File: config.mk
export PLATFORM = sky130hd
export DESIGN_NAME = fifo_write_arbiter
export DESIGN_NICKNAME = d
export VERILOG_FILES = /design/src/rtl/arb_pkg.sv /design/src/rtl/rr_pick.sv /design/src/rtl/fifo_write_arbiter.sv
export SDC_FILE = /design/constraint.sdc
export NUM_CORES = 1
export LEC_CHECK = 0
export CAP_MARGIN = 20
export CORE_ASPECT_RATIO = 1.1
export CORE_MARGIN = 3
export CORE_UTILIZATION = 55
export CTS_BUF_LIST = sky130_fd_sc_hd__clkbuf_8
export DETAILED_ROUTE_END_ITERATION = 10
export PLACE_DENSITY = 0.94
export RECOVER_POWER = 50
export SYNTH_ARGS = -nofsm -noshare
export SYNTH_HDL_FRONTEND = slang
export SYNTH_SLANG_ARGS = --single-unit
File: constraint.sdc
create_clock -name clk -period 4.3 [get_ports clk]
set_input_delay 0.86 -clock clk [delete_from_list [all_inputs] [get_ports clk]]
set_output_delay 0.86 -clock clk [all_outputs]
set_load 0.005 [all_outputs]
File: src/rtl/arb_pkg.sv
// ---------------------------------------------------------------------------
// arb_pkg -- shared definitions for the FIFO write arbiters.
//
// Contents:
//   ST_IDLE / ST_GRANT  one-bit FSM state encoding (nobody owns / one owner)
//   BEAT_CNT_W          width of the per-grant beat counter
//   MAX_NREQ            largest requester count the helpers support
//   onehot_to_idx()     one-hot (up to MAX_NREQ bits) to binary index
// ---------------------------------------------------------------------------
package arb_pkg;

  localparam logic [0:0] ST_IDLE  = 1'b0;
  localparam logic [0:0] ST_GRANT = 1'b1;

  localparam int BEAT_CNT_W = 4;
  localparam int MAX_NREQ   = 8;

  // OR-encoder: valid for one-hot or all-zero input (zero maps to index 0).
  function automatic logic [2:0] onehot_to_idx(input logic [MAX_NREQ-1:0] oh);
    logic [2:0] idx;
    idx = '0;
    for (int i = 0; i < MAX_NREQ; i++) begin
      if (oh[i]) begin
        idx = idx | 3'(i);
      end
    end
    return idx;
  endfunction

endpackage

File: src/rtl/rr_pick.sv
// ---------------------------------------------------------------------------
// rr_pick -- combinational round-robin search.
//
// Returns the first requesting index searched upward from (last+1) mod NREQ,
// wrapping around. The index 'last' itself is checked last, so it only wins
// when it is the sole requester.
//
// Ports:
//   req    [NREQ-1:0]  request vector
//   last   [IDXW-1:0]  most recent owner index
//   pick   [NREQ-1:0]  one-hot winner (zero when no request)
//   valid              at least one request present
// ---------------------------------------------------------------------------
module rr_pick #(
  parameter int  NREQ = 4,
  localparam int IDXW = $clog2(NREQ)
) (
  input  logic [NREQ-1:0] req,
  input  logic [IDXW-1:0] last,
  output logic [NREQ-1:0] pick,
  output logic            valid
);

  logic [IDXW-1:0]   start;
  logic [2*NREQ-1:0] dbl;
  logic [NREQ-1:0]   rot_lo;
  logic [NREQ-1:0]   low_oh;

  assign start = (last == IDXW'(NREQ - 1)) ? '0 : last + IDXW'(1);

  // Rotate so the search origin sits at bit 0, isolate the lowest set bit,
  // then rotate the one-hot result back into place.
  assign dbl    = {req, req};
  assign rot_lo = NREQ'(dbl >> start);
  assign low_oh = rot_lo & (~rot_lo + NREQ'(1));
  assign pick   = NREQ'(({low_oh, low_oh} << start) >> NREQ);
  assign valid  = |req;

endmodule

File: src/rtl/fifo_write_arbiter.sv
// ---------------------------------------------------------------------------
// fifo_write_arbiter -- round-robin arbiter granting NREQ requesters bursts
// of up to MAX_BURST beats into one shared FIFO write port. Holds no storage.
//
// Ports:
//   clk            rising-edge clock
//   reset_n        asynchronous active-low reset
//   req            per-requester write request
//   data           requester i data on [i*WIDTH +: WIDTH]
//   fifo_full      full flag from the shared FIFO (stalls the burst)
//   grant          registered one-hot (or zero) ownership vector
//   ack            combinational beat-accepted strobe per requester
//   fifo_write_en  combinational FIFO write enable (= |ack)
//   fifo_data_in   combinational FIFO write data (0 when nobody owns)
//   busy           registered, high while an owner exists
// ---------------------------------------------------------------------------
module fifo_write_arbiter
  import arb_pkg::*;
#(
  parameter int WIDTH     = 1,
  parameter int NREQ      = 4,
  parameter int MAX_BURST = 4
) (
  input  logic                  clk,
  input  logic                  reset_n,
  input  logic [NREQ-1:0]       req,
  input  logic [NREQ*WIDTH-1:0] data,
  input  logic                  fifo_full,
  output logic [NREQ-1:0]       grant,
  output logic [NREQ-1:0]       ack,
  output logic                  fifo_write_en,
  output logic [WIDTH-1:0]      fifo_data_in,
  output logic                  busy
);

  localparam int IDXW = $clog2(NREQ);

  logic [0:0]            state_reg, state_next;
  logic [NREQ-1:0]       grant_reg, grant_next;
  logic [BEAT_CNT_W-1:0] beat_cnt_reg, beat_cnt_next;
  logic [IDXW-1:0]       last_reg, last_next;

  logic [NREQ-1:0]       pick;
  logic                  pick_valid;
  logic [IDXW-1:0]       pick_idx;
  logic                  owner_active;
  logic                  burst_last;
  logic                  release_now;
  logic [WIDTH-1:0]      masked_data [NREQ];

  // last_reg always holds the current owner while granted, so the same
  // search serves both the IDLE->GRANT decision and the hand-over on release.
  rr_pick #(.NREQ(NREQ)) u_rr_pick (
    .req   (req),
    .last  (last_reg),
    .pick  (pick),
    .valid (pick_valid)
  );

  assign pick_idx = IDXW'(onehot_to_idx(MAX_NREQ'(pick)));

  // ---------------- combinational write path ----------------
  assign ack           = grant_reg & req & {NREQ{~fifo_full}};
  assign fifo_write_en = |ack;
  assign grant         = grant_reg;
  assign busy          = (state_reg == ST_GRANT);

  // AND-OR mux: grant is one-hot or zero, so zero grant yields zero data.
  for (genvar gi = 0; gi < NREQ; gi++) begin : g_data_mux
    assign masked_data[gi] = grant_reg[gi] ? data[gi*WIDTH +: WIDTH] : '0;
  end

  always_comb begin
    fifo_data_in = '0;
    for (int i = 0; i < NREQ; i++) begin
      fifo_data_in = fifo_data_in | masked_data[i];
    end
  end

  // ---------------- release decision ----------------
  assign owner_active = |(grant_reg & req);
  assign burst_last   = fifo_write_en &&
                        (beat_cnt_reg == BEAT_CNT_W'(MAX_BURST - 1));
  assign release_now  = (state_reg == ST_GRANT) && (!owner_active || burst_last);

  // ---------------- next-state logic ----------------
  always_comb begin
    state_next    = state_reg;
    grant_next    = grant_reg;
    beat_cnt_next = beat_cnt_reg;
    last_next     = last_reg;
    case (state_reg)
      ST_IDLE: begin
        if (pick_valid) begin
          state_next    = ST_GRANT;
          grant_next    = pick;
          beat_cnt_next = '0;
          last_next     = pick_idx;
        end
      end
      ST_GRANT: begin
        if (release_now) begin
          if (pick_valid) begin
            // Direct hand-over, no idle bubble.
            grant_next    = pick;
            beat_cnt_next = '0;
            last_next     = pick_idx;
          end else begin
            // last_reg keeps the released owner.
            state_next    = ST_IDLE;
            grant_next    = '0;
            beat_cnt_next = '0;
          end
        end else if (fifo_write_en) begin
          beat_cnt_next = beat_cnt_reg + BEAT_CNT_W'(1);
        end
      end
      default: begin
        state_next    = ST_IDLE;
        grant_next    = '0;
        beat_cnt_next = '0;
      end
    endcase
  end

  // ---------------- state registers ----------------
  always_ff @(posedge clk or negedge reset_n) begin
    if (!reset_n) begin
      state_reg    <= ST_IDLE;
      grant_reg    <= '0;
      beat_cnt_reg <= '0;
      last_reg     <= IDXW'(NREQ - 1);
    end else begin
      state_reg    <= state_next;
      grant_reg    <= grant_next;
      beat_cnt_reg <= beat_cnt_next;
      last_reg     <= last_next;
    end
  end

endmodule

* Yosys cells after proc, flatten, opt, wreduce, memory -nomap -nowiden
Cells that the tools add are included.
** Word-level totals
- Bits in registers :: 11
- Bits of input ports :: 11
- Output and inout port bits :: 11
- Logic and storage cells :: 54
** Operators by class
- $add $sub $neg :: 3
- Equal/unequal tests :: 5
- Shifts and indexed selects :: 2
- Multiplexer cells :: 22
- Bitwise operators :: 9
- Reductions and logical operators :: 9
** Operator list (count)
- $mux W4 :: 6
- $pmux W4 S2 :: 2
- $and A4 B4 Y4 :: 3
- $reduce_or A4 Y1 :: 3
- $mux W2 :: 5
- $add A4 B1 Y4 const B :: 2
- $shl A8 B2 Y8 :: 1
- $shr A8 B2 Y4 :: 1
- $mux W1 :: 7
- $eq A4 B2 Y1 const B :: 1
- $not A4 Y4 :: 1
- $pmux W2 S2 :: 1
- $reduce_and A2 Y1 :: 2
- $ne A3 B2 Y1 const B :: 1
- $or A1 B1 Y1 :: 3
- $add A2 B1 Y2 const B :: 1
- $eq A2 B2 Y1 const B :: 1
- $logic_and A1 B1 Y1 :: 2
- $ne A2 B1 Y1 const B :: 1
- $ne A2 B2 Y1 const B :: 1
- $not A1 Y1 :: 2
- $pmux W1 S2 :: 1
- $logic_not A1 Y1 :: 1
- $logic_or A1 B1 Y1 :: 1

* Depth between registers and ports, before layout
Gate-level depths: netlist (run 1).
- Word-level depth :: 13
- Gate-level depth with buffers :: 7
- Mapped depth without buffers :: 6

* Hierarchy
A second synthesis (run 1) with hierarchy kept.
** Unflattened totals
- Cells, all modules :: 107
- Area total of the unflattened synthesis :: 954.7 um2
** By module, submodules not included
- fifo_write_arbiter :: instances 1, cells each 61, area an instance 595.6 um2, sequential area each 277.8 um2
- rr_pick :: instances 1, cells each 46, area an instance 359.1 um2, sequential area each 0.0 um2

* Worst setup path after synthesis (run 1)
No wires, ideal clock.
- Path kind :: in2out
- Start :: input port req[1]
- End :: output port fifo_write_en
- Arrival time :: 1324 ps
- Data required time :: 3440 ps
- Slack :: 2116 ps
- Stages on the path :: 3
- Buffers on the path :: 1
- Cell sequence :: buf_2 nand2_1 a31oi_1
** On the way
- Longest elaborated chain between the ends :: 3
** Ends and longest elaborated chain
- start: declaration :: line fifo_write_arbiter.sv:26 : input logic [NREQ-1:0] req,
- $and A4 B4 Y4 (2 in series) :: line fifo_write_arbiter.sv:63 : assign ack = grant_reg & req & {NREQ{~fifo_full}};
- $reduce_or A4 Y1 :: line fifo_write_arbiter.sv:64 : assign fifo_write_en = |ack;
- end: declaration :: line fifo_write_arbiter.sv:31 : output logic fifo_write_en,
Every way passes these cells.

* Final worst setup path (run 1)
- Start :: input port req[3]
- End :: output port fifo_write_en
Same word-level chain as after synthesis.

==> results of run 1 <==
final timing paths:
kind,start,endpoint,slack (ps)
min in group asynchronous,reset_n,beat_cnt_reg[2],1020
worst min register to register,last_reg[1],last_reg[1],520
worst max register to register,last_reg[0],grant[3],1690
worst max-delay path,req[3],fifo_write_en,910
worst min-delay path,last_reg[1],last_reg[1],520
max in group asynchronous,reset_n,last_reg[0],2930
through the flow:
step | setup slack, ps | total power [W] | utilization | std cells | hold slack, ps
floorplan | 2116 | 0.0005257 | - | 120 | 479.5
global placement | 951.2 | 0.0006395 | 0.7106 | 151 | 493.9
CTS | 919.4 | 0.0007641 | 0.7388 | 155 | 519.0
global route | 825.1 | 0.0008330 | 0.7388 | 155 | 543.7
finish | 908.2 | 0.0007611 | 0.7388 | 155 | 515.4
detailed placement | 924.9 | 0.0006586 | 0.7106 | 151 | 511.8
tightest hold or removal path, delay by kind of cell, from the launching register on:
kind,cells,cell delay [ps]
flops,1,370
simple gates,1,70
compound gates,1,70
layer usage:
metal,global-route usage,share of wire,vias to the layer above
li1,-,-,486
met1,0.3550,0.45,479
met2,0.3750,0.46,49
met3,0.03690,0.071,5
met4,0.1171,0.014,0
met5,0,0,-
where the power goes:
group / total (W) / internal [W] / switching (W) / leakage, nW
combinational: 0.000455 / 0.000202 / 0.000253 / 0.322
clock: 0.000101 / 0.0000626 / 0.0000386 / 0.0269
sequential: 0.000205 / 0.000148 / 0.0000567 / 0.136
layout by cell type (no fill, tap or decap), types with 3 or more instances in the layout:
| master | n |
|---|---|
| nor2_1 | 16 |
| a22oi_1 | 3 |
| dfrtp_1 | 9 |
| a21oi_1 | 4 |
| clkdlybuf4s50_1 | 15 |
| clkbuf_8 | 3 |
| nor3_1 | 3 |
| inv_1 | 6 |
| nor3b_1 | 3 |
| a31oi_1 | 4 |
| mux2i_1 | 3 |
| nand3_1 | 5 |
| nand4_1 | 3 |
| nand2_1 | 14 |
| o21ai_0 | 5 |
| nor2b_1 | 3 |
| dlygate4sd3_1 | 6 |
Yosys cell counts (all sizes together):
cell type	number
a221o	1
inv	5
or2	2
o311ai	2
nor3b	3
o31ai	1
dfrtp	9
o21ai	7
nand4b	1
a31o	1
or4b	1
nor4b	1
nor4	1
a21o	1
ha	2
a311oi	2
and3	1
clkbuf	4
nor2b	3
mux2i	3
o22ai	1
buf	3
a32oi	1
o221ai	1
nand4	3
a221oi	1
a21oi	4
o2bb2ai	1
nand3	5
and3b	1
nand3b	1
a31oi	4
a22oi	3
nor3	3
o211ai	2
nand2	14
xnor2	2
nor2	17
dfstp	2
layout make-up:
type / instances / area (um2)
clock buffer: 3 / 41.29
clock inverter: 1 / 3.754
fill: 119 / 416.7
inverter: 5 / 18.77
multi-input combinational: 97 / 605.6
sequential: 11 / 277.8
tap: 17 / 21.27
timing repair buffer: 21 / 210.2
cells by family after synthesis:
logic type      Yosys count
flops                    11
fa+ha+maj                 2
buf+inv                  12
xor+xnor                  2
simple gates             57
compound gates           33
mux                       3
==> results.txt, run 1 <==
----------------------------------------------------
[Placed design]
  Port Buf Inserts ... 21
  Last weighted congestion value of the routability-driven placer ... 0.8345
  Final HPWL DP ... between 1500 and 2000 um
  Post-place instance area ... 1134 um2

[Setup path]
  Critical path launch point type ... input port
  Type of the worst setup path ... input port to output port
  Family with the most delay on the worst path ... buffers and inverters
  Crit path arrival time ... approximately 2500 ps
  Peak fanout along the critical path ... 15
  Critical Path Most Common Cell ... clkdlybuf4s50_1
  CP endpoint kind ... output port
  Total stage count of the critical path ... 4
  Data required, critical path ... roughly 3400 ps
  Buffers and inverters on the worst path ... 2
  Highest-delay cell along the critical path ... clkdlybuf4s50_1
  Reg2Reg Depth ... 6
  Worst-path cell chain ... clkdlybuf4s50_1 -> a22oi_1 -> a31oi_1 -> clkdlybuf4s50_1
  Maximum single-stage delay on the critical path ... 750 ps

[Timing]
  Number of max-slew violations in the final report ... 0
  Final worst-path cycle share ... 0.7888
  Timing-limited maximum frequency ... 0.2948 GHz
  Layout Skew ... around 0.28 ps
  Final setup violating endpoints ... 0
  Number of endpoints with negative hold slack in the final report ... 0
  Relative slew slack ... 0.6748
  Clock period minus final worst setup slack ... 3392 ps
  Setup TNS Final ... 0 ps
  Pin slew with the least headroom to its limit ... about 490 ps
  RSZ-0062 raised after global routing ... no

[Clock tree]
  Number of buffers between clock root and the deepest sink ... 2
  TritonCTS Buffers ... 3
  Number of hold buffers added after CTS ... 0
  Post-cts repair resize count ... 0
  CTS root buffer ... clkbuf_8
  H-tree level count ... 1
  Buffers inserted during post-CTS setup optimization ... 0
  Worst-skew pair later-pin latency ... 240 ps
  Clock sinks ... 11
  Clock transition at the registers of the reported paths ... ~50 ps
  TritonCTS clock tree ... built

[Yosys]
  Fraction of synthesized cell area taken by the top area cell type ... 0.2403
  Main combinational cell family by area after synthesis ... simple AND/OR/NAND/NOR gates
  Post-Synth XOR/XNOR Area ... 0.01869
  Cell types with the largest area share after synthesis ... dfrtp_1 24%, nor2_1 6.4%, dfstp_2 5.6%
  Simple logic cell fraction of the synthesized area ... 0.3071
  Syn. warnings ... 0
  Mux share of post-synthesis cell area ... 0.03204
  Nets in the synthesized netlist ... between 100 and 150
  Synth unique cells ... 44
  Synthesis-stage register bit count ... 11
  Area share of fa/ha/maj cells after synthesis ... 0.02670
  Avg Inst Size Synth ... between 7 and 8 um2
  Synthesized cell area ... 937.1 um2
  Cells after Synth ... 120
  Compound-gate portion of the synthesized area ... 0.2617
  Dominant cell type by area after synthesis ... dfrtp_1
  Fraction of the yosys area taken by sequential cells ... 0.2964

[Detailed routing]
  Drt pass-1 iters ... 4
  Routed via count ... 1,019
  Detailed-route wire length ... ~2500 um
  Post-DR wirelength/cell ... about 16 um
  Starting DRC count in detailed routing ... 38
  Via-to-Cell Ratio ... between 6 and 7
  Final routed DRC violation total ... 0
  Number of nets still failing antenna checks after routing ... 0

[Hold path]
  Cell depth of the worst hold path ... 2
  Class of the tightest hold or removal check ... flip-flop to flip-flop

[Layout]
  Final nets ... 152
  Number of antenna repair diodes ... 0
  Layout cells sized above 1 ... 0.08696
  Design Area, Final ... about 1200 um2
  Relative area change from synthesis to final layout ... 25.77%

[GRT]
  Pin count of the biggest net entering global routing ... 20
  GRT Resource Usage Total ... 0.2533
  Final global-route overflow total ... 0
  Wire length of the first global-routing pass ... between 4000 and 5000 um
  Number of global-route vias before repair ... slightly above 900
  Number of antenna violations at the first check in global routing ... 0

[Die]
  Vert. Die Dim ... 49.30 um
  Standard cell core area ... 1595 um2
  Horiz. Die Dim ... between 40 and 50 um
  Top-Level Pins ... 22
  Standard-cell row count ... 15
  Initial standard-cell utilization of the core ... 0.5875
  Die area ... approximately 2200 um2

[Power]
  Power density relative to cell area ... about 650 nW/um2
  Peak ir drop on the vdd network ... about 0.61 mV
  Leakage ... between 0.4 and 0.5 nW

[Flow run]
  Max-cap check violation count ... 0

[Outcome]
  Result of the run ... finished clean

----------------------------------------------------
Power figures use the tool's default switching activity.
==> inputs of run 2 (changes only) <==
--- a/config.mk
+++ b/config.mk
@@ -8,10 +8,10 @@
 export CAP_MARGIN = 20
 export CORE_ASPECT_RATIO = 1.1
 export CORE_MARGIN = 3
-export CORE_UTILIZATION = 55
+export CORE_UTILIZATION = 51
 export CTS_BUF_LIST = sky130_fd_sc_hd__clkbuf_8
 export DETAILED_ROUTE_END_ITERATION = 10
-export PLACE_DENSITY = 0.94
+export PLACE_DENSITY = 0.88
 export RECOVER_POWER = 50
 export SYNTH_ARGS = -nofsm -noshare
 export SYNTH_HDL_FRONTEND = slang
==> constraint.sdc (replaced) <==
create_clock -name clk -period 3.5 [get_ports clk]
set_input_delay 0.7 -clock clk [delete_from_list [all_inputs] [get_ports clk]]
set_output_delay 0.7 -clock clk [all_outputs]
set_load 0.005 [all_outputs]
==> run 2 against run 1 <==
Utilization decreased by 1.6 points. Clock-buffer cell count unchanged. Worst setup slack got worse by 530 ps. Sequential share of layout area decreased by 0.30 points. Worst hold slack got worse by 11 ps. Routed wire length increased by 6.5%. Flip-flop and latch count unchanged. Critical path depth unchanged. Critical endpoint unchanged. Largest power group unchanged.
==> results.txt, run 2 (synthesis results as in run 1) <==
----------------------------------------------------
[Flow run]
  Max-cap check violation count ... 0 (unchanged)

[Setup path]
  Destination of the worst register-to-register timing path ... grant[3]
  CP startpoint ... req[2]
  Data required, critical path ... 2800 ps (-640 ps)
  Startpoint of the most critical register-to-register path ... last_reg[0]
  Type of the worst setup path ... input port to output port
  Reg2Reg Depth ... 6 (unchanged)
  CP endpoint kind ... output port
  Critical path launch point type ... input port
  Peak fanout along the critical path ... 12 (-3)
  Crit path arrival time ... 2420 ps (-110 ps)
  Reg-to-reg slack, setup ... 900 ps (-790 ps)

[Die]
  Horiz. Die Dim ... 46.87 um (+3.3%)
  Standard cell core area ... 1652 um2 (+3.5%)
  Vert. Die Dim ... 50.96 um (+3.4%)
  Standard-cell row count ... 15 (unchanged)
  Top-Level Pins ... 22 (unchanged)
  Die area ... 2389 um2 (+6.8%)
  Initial standard-cell utilization of the core ... 0.5674 (-0.02003)

[Timing]
  Number of endpoints with negative hold slack in the final report ... 0 (unchanged)
  RSZ-0062 raised after global routing ... no
  Setup slack of the critical path after layout ... 376.2 ps (-532.1 ps)
  Final setup violating endpoints ... 0 (unchanged)
  Layout Skew ... 4.960 ps (+4.684 ps)
  Setup TNS Final ... 0 ps (unchanged)
  Worst-case hold slack ... 504.4 ps (-10.99 ps)
  Relative slew slack ... 0.6618 (-0.01298)
  Clock period minus final worst setup slack ... approximately 3100 ps
  Pin slew with the least headroom to its limit ... 505.0 ps (+18.72 ps)
  Number of max-slew violations in the final report ... 0 (unchanged)
  Final worst-path cycle share ... 0.8925
  Timing-limited maximum frequency ... around 0.32 GHz

[Outcome]
  Result of the run ... finished clean

[Layout]
  Final cell count without fillers ... 157 (+1.3%)
  Final nets ... 154 (+1.3%)
  Layout cells sized above 1 ... 0.1000 (+0.01304)
  Commonest cells after routing, fill and taps aside ... 16 x nor2_1, 15 x clkdlybuf4s50_1, 14 x nand2_1
  Most frequent standard cell in the layout excluding fill and tap cells ... nor2_1
  Relative area change from synthesis to final layout ... 27.37%
  Number of antenna repair diodes ... 0 (unchanged)

[Clock tree]
  Number of buffers between clock root and the deepest sink ... 2 (unchanged)
  Number of hold buffers added after CTS ... 0 (unchanged)
  Post-cts repair resize count ... 0 (unchanged)
  H-tree level count ... 1 (unchanged)
  TritonCTS clock tree ... built
  Worst-skew pair later-pin latency ... 240 ps (about the same)
  Clock sinks ... 11 (unchanged)
  TritonCTS Buffers ... 3 (unchanged)
  Buffers inserted during post-CTS setup optimization ... 0 (unchanged)
  Clock transition at the registers of the reported paths ... 40 ps (about the same)
  CTS root buffer ... clkbuf_8

[Detailed routing]
  Final routed DRC violation total ... 0 (unchanged)
  Detailed-route wire length ... 2625 um (+6.5%)
  Via-to-Cell Ratio ... 6.452 (-1.9%)
  Post-DR wirelength/cell ... 16.72 um (+5.1%)
  Drt pass-1 iters ... 6 (+2)
  Routed via count ... 1,013 (-0.59%)
  Number of nets still failing antenna checks after routing ... 0 (unchanged)
  Starting DRC count in detailed routing ... 42 (+11%)

[Hold path]
  Cell depth of the worst hold path ... 2 (unchanged)
  Critical hold path startpoint ... last_reg[1]
  Endpoint of the worst hold path ... last_reg[1]
  Class of the tightest hold or removal check ... flip-flop to flip-flop

[Placed design]
  Final HPWL DP ... 1876 um (+2.9%)
  Port Buf Inserts ... 21 (unchanged)
  Pre-CTS setup slack ... 468.2 ps (-456.7 ps)
  DP Cell Count ... 153 (+1.3%)
  Last weighted congestion value of the routability-driven placer ... 0.8439 (+1.1%)

[GRT]
  Number of global-route vias before repair ... 1,012 (+8.2%)
  Number of antenna violations at the first check in global routing ... 0 (unchanged)
  GRT Resource Usage Total ... 0.2537 (+0.0003745)
  Final global-route overflow total ... 0 (unchanged)
  Pin count of the biggest net entering global routing ... 20 (unchanged)
  Wire length of the first global-routing pass ... 4443 um (+6.1%)

[Power]
  Leakage ... 0.4931 nW (+1.7%)
  Peak ir drop on the vdd network ... 0.5619 mV (-8.4%)
  Power density relative to cell area ... 788.6 nW/um2 (+22%)

----------------------------------------------------
-- run 2: routing by layer --
| metal | wire [um] | track usage |
|---|---|---|
| met1 | 1155 | 0.3532 |
| met2 | 1241 | 0.3756 |
| met3 | 179 | 0.05634 |
| met4 | 48 | 0.09677 |
| met5 | 0 | 0 |
-- run 2: worst max path at each step --
stage | cells after the start | to
6_report | 4 | fifo_write_en
5_1_grt | 4 | fifo_write_en
4_1_cts | 4 | fifo_write_en
3_5_place_dp | 4 | fifo_write_en
3_3_place_gp | 4 | fifo_write_en
2_1_floorplan | 6 | last_reg[1]
-- run 2: through the flow --
step | area, um2 | power, W | util
floorplan | 937.1 | 0.0006458 | -
global placement | 1149 | 0.0007902 | 0.6955
detailed placement | 1149 | 0.0008128 | 0.6955
CTS | 1194 | 0.0009418 | 0.7227
global route | 1194 | 0.001030 | 0.7227
finish | 1194 | 0.0009414 | 0.7227
-- run 2: power breakdown --
part | internal [W] | switching (W) | total, W | leakage [nW]
Combinational | 0.000253 | 0.000314 | 0.000567 | 0.331
Clock | 0.0000767 | 0.0000448 | 0.000122 | 0.0269
Sequential | 0.000182 | 0.0000708 | 0.000253 | 0.136
Total | 0.000511 | 0.000430 | 0.000941 | 0.493
-- run 2: layout make-up --
type / instances / area (um2)
Tap cell: 17 / 21.27
Multi-Input combinational cell: 97 / 605.6
Timing Repair Buffer: 23 / 225.2
Inverter: 5 / 18.77
Fill cell: 140 / 457.9
Clock buffer: 3 / 41.29
Sequential cell: 11 / 277.8
Clock inverter: 1 / 3.754
-- run 2: critical path: stages --
cell,delay (ps)
dlygate4sd3_1,760
a22oi_1,220
a31oi_1,220
clkdlybuf4s50_1,520
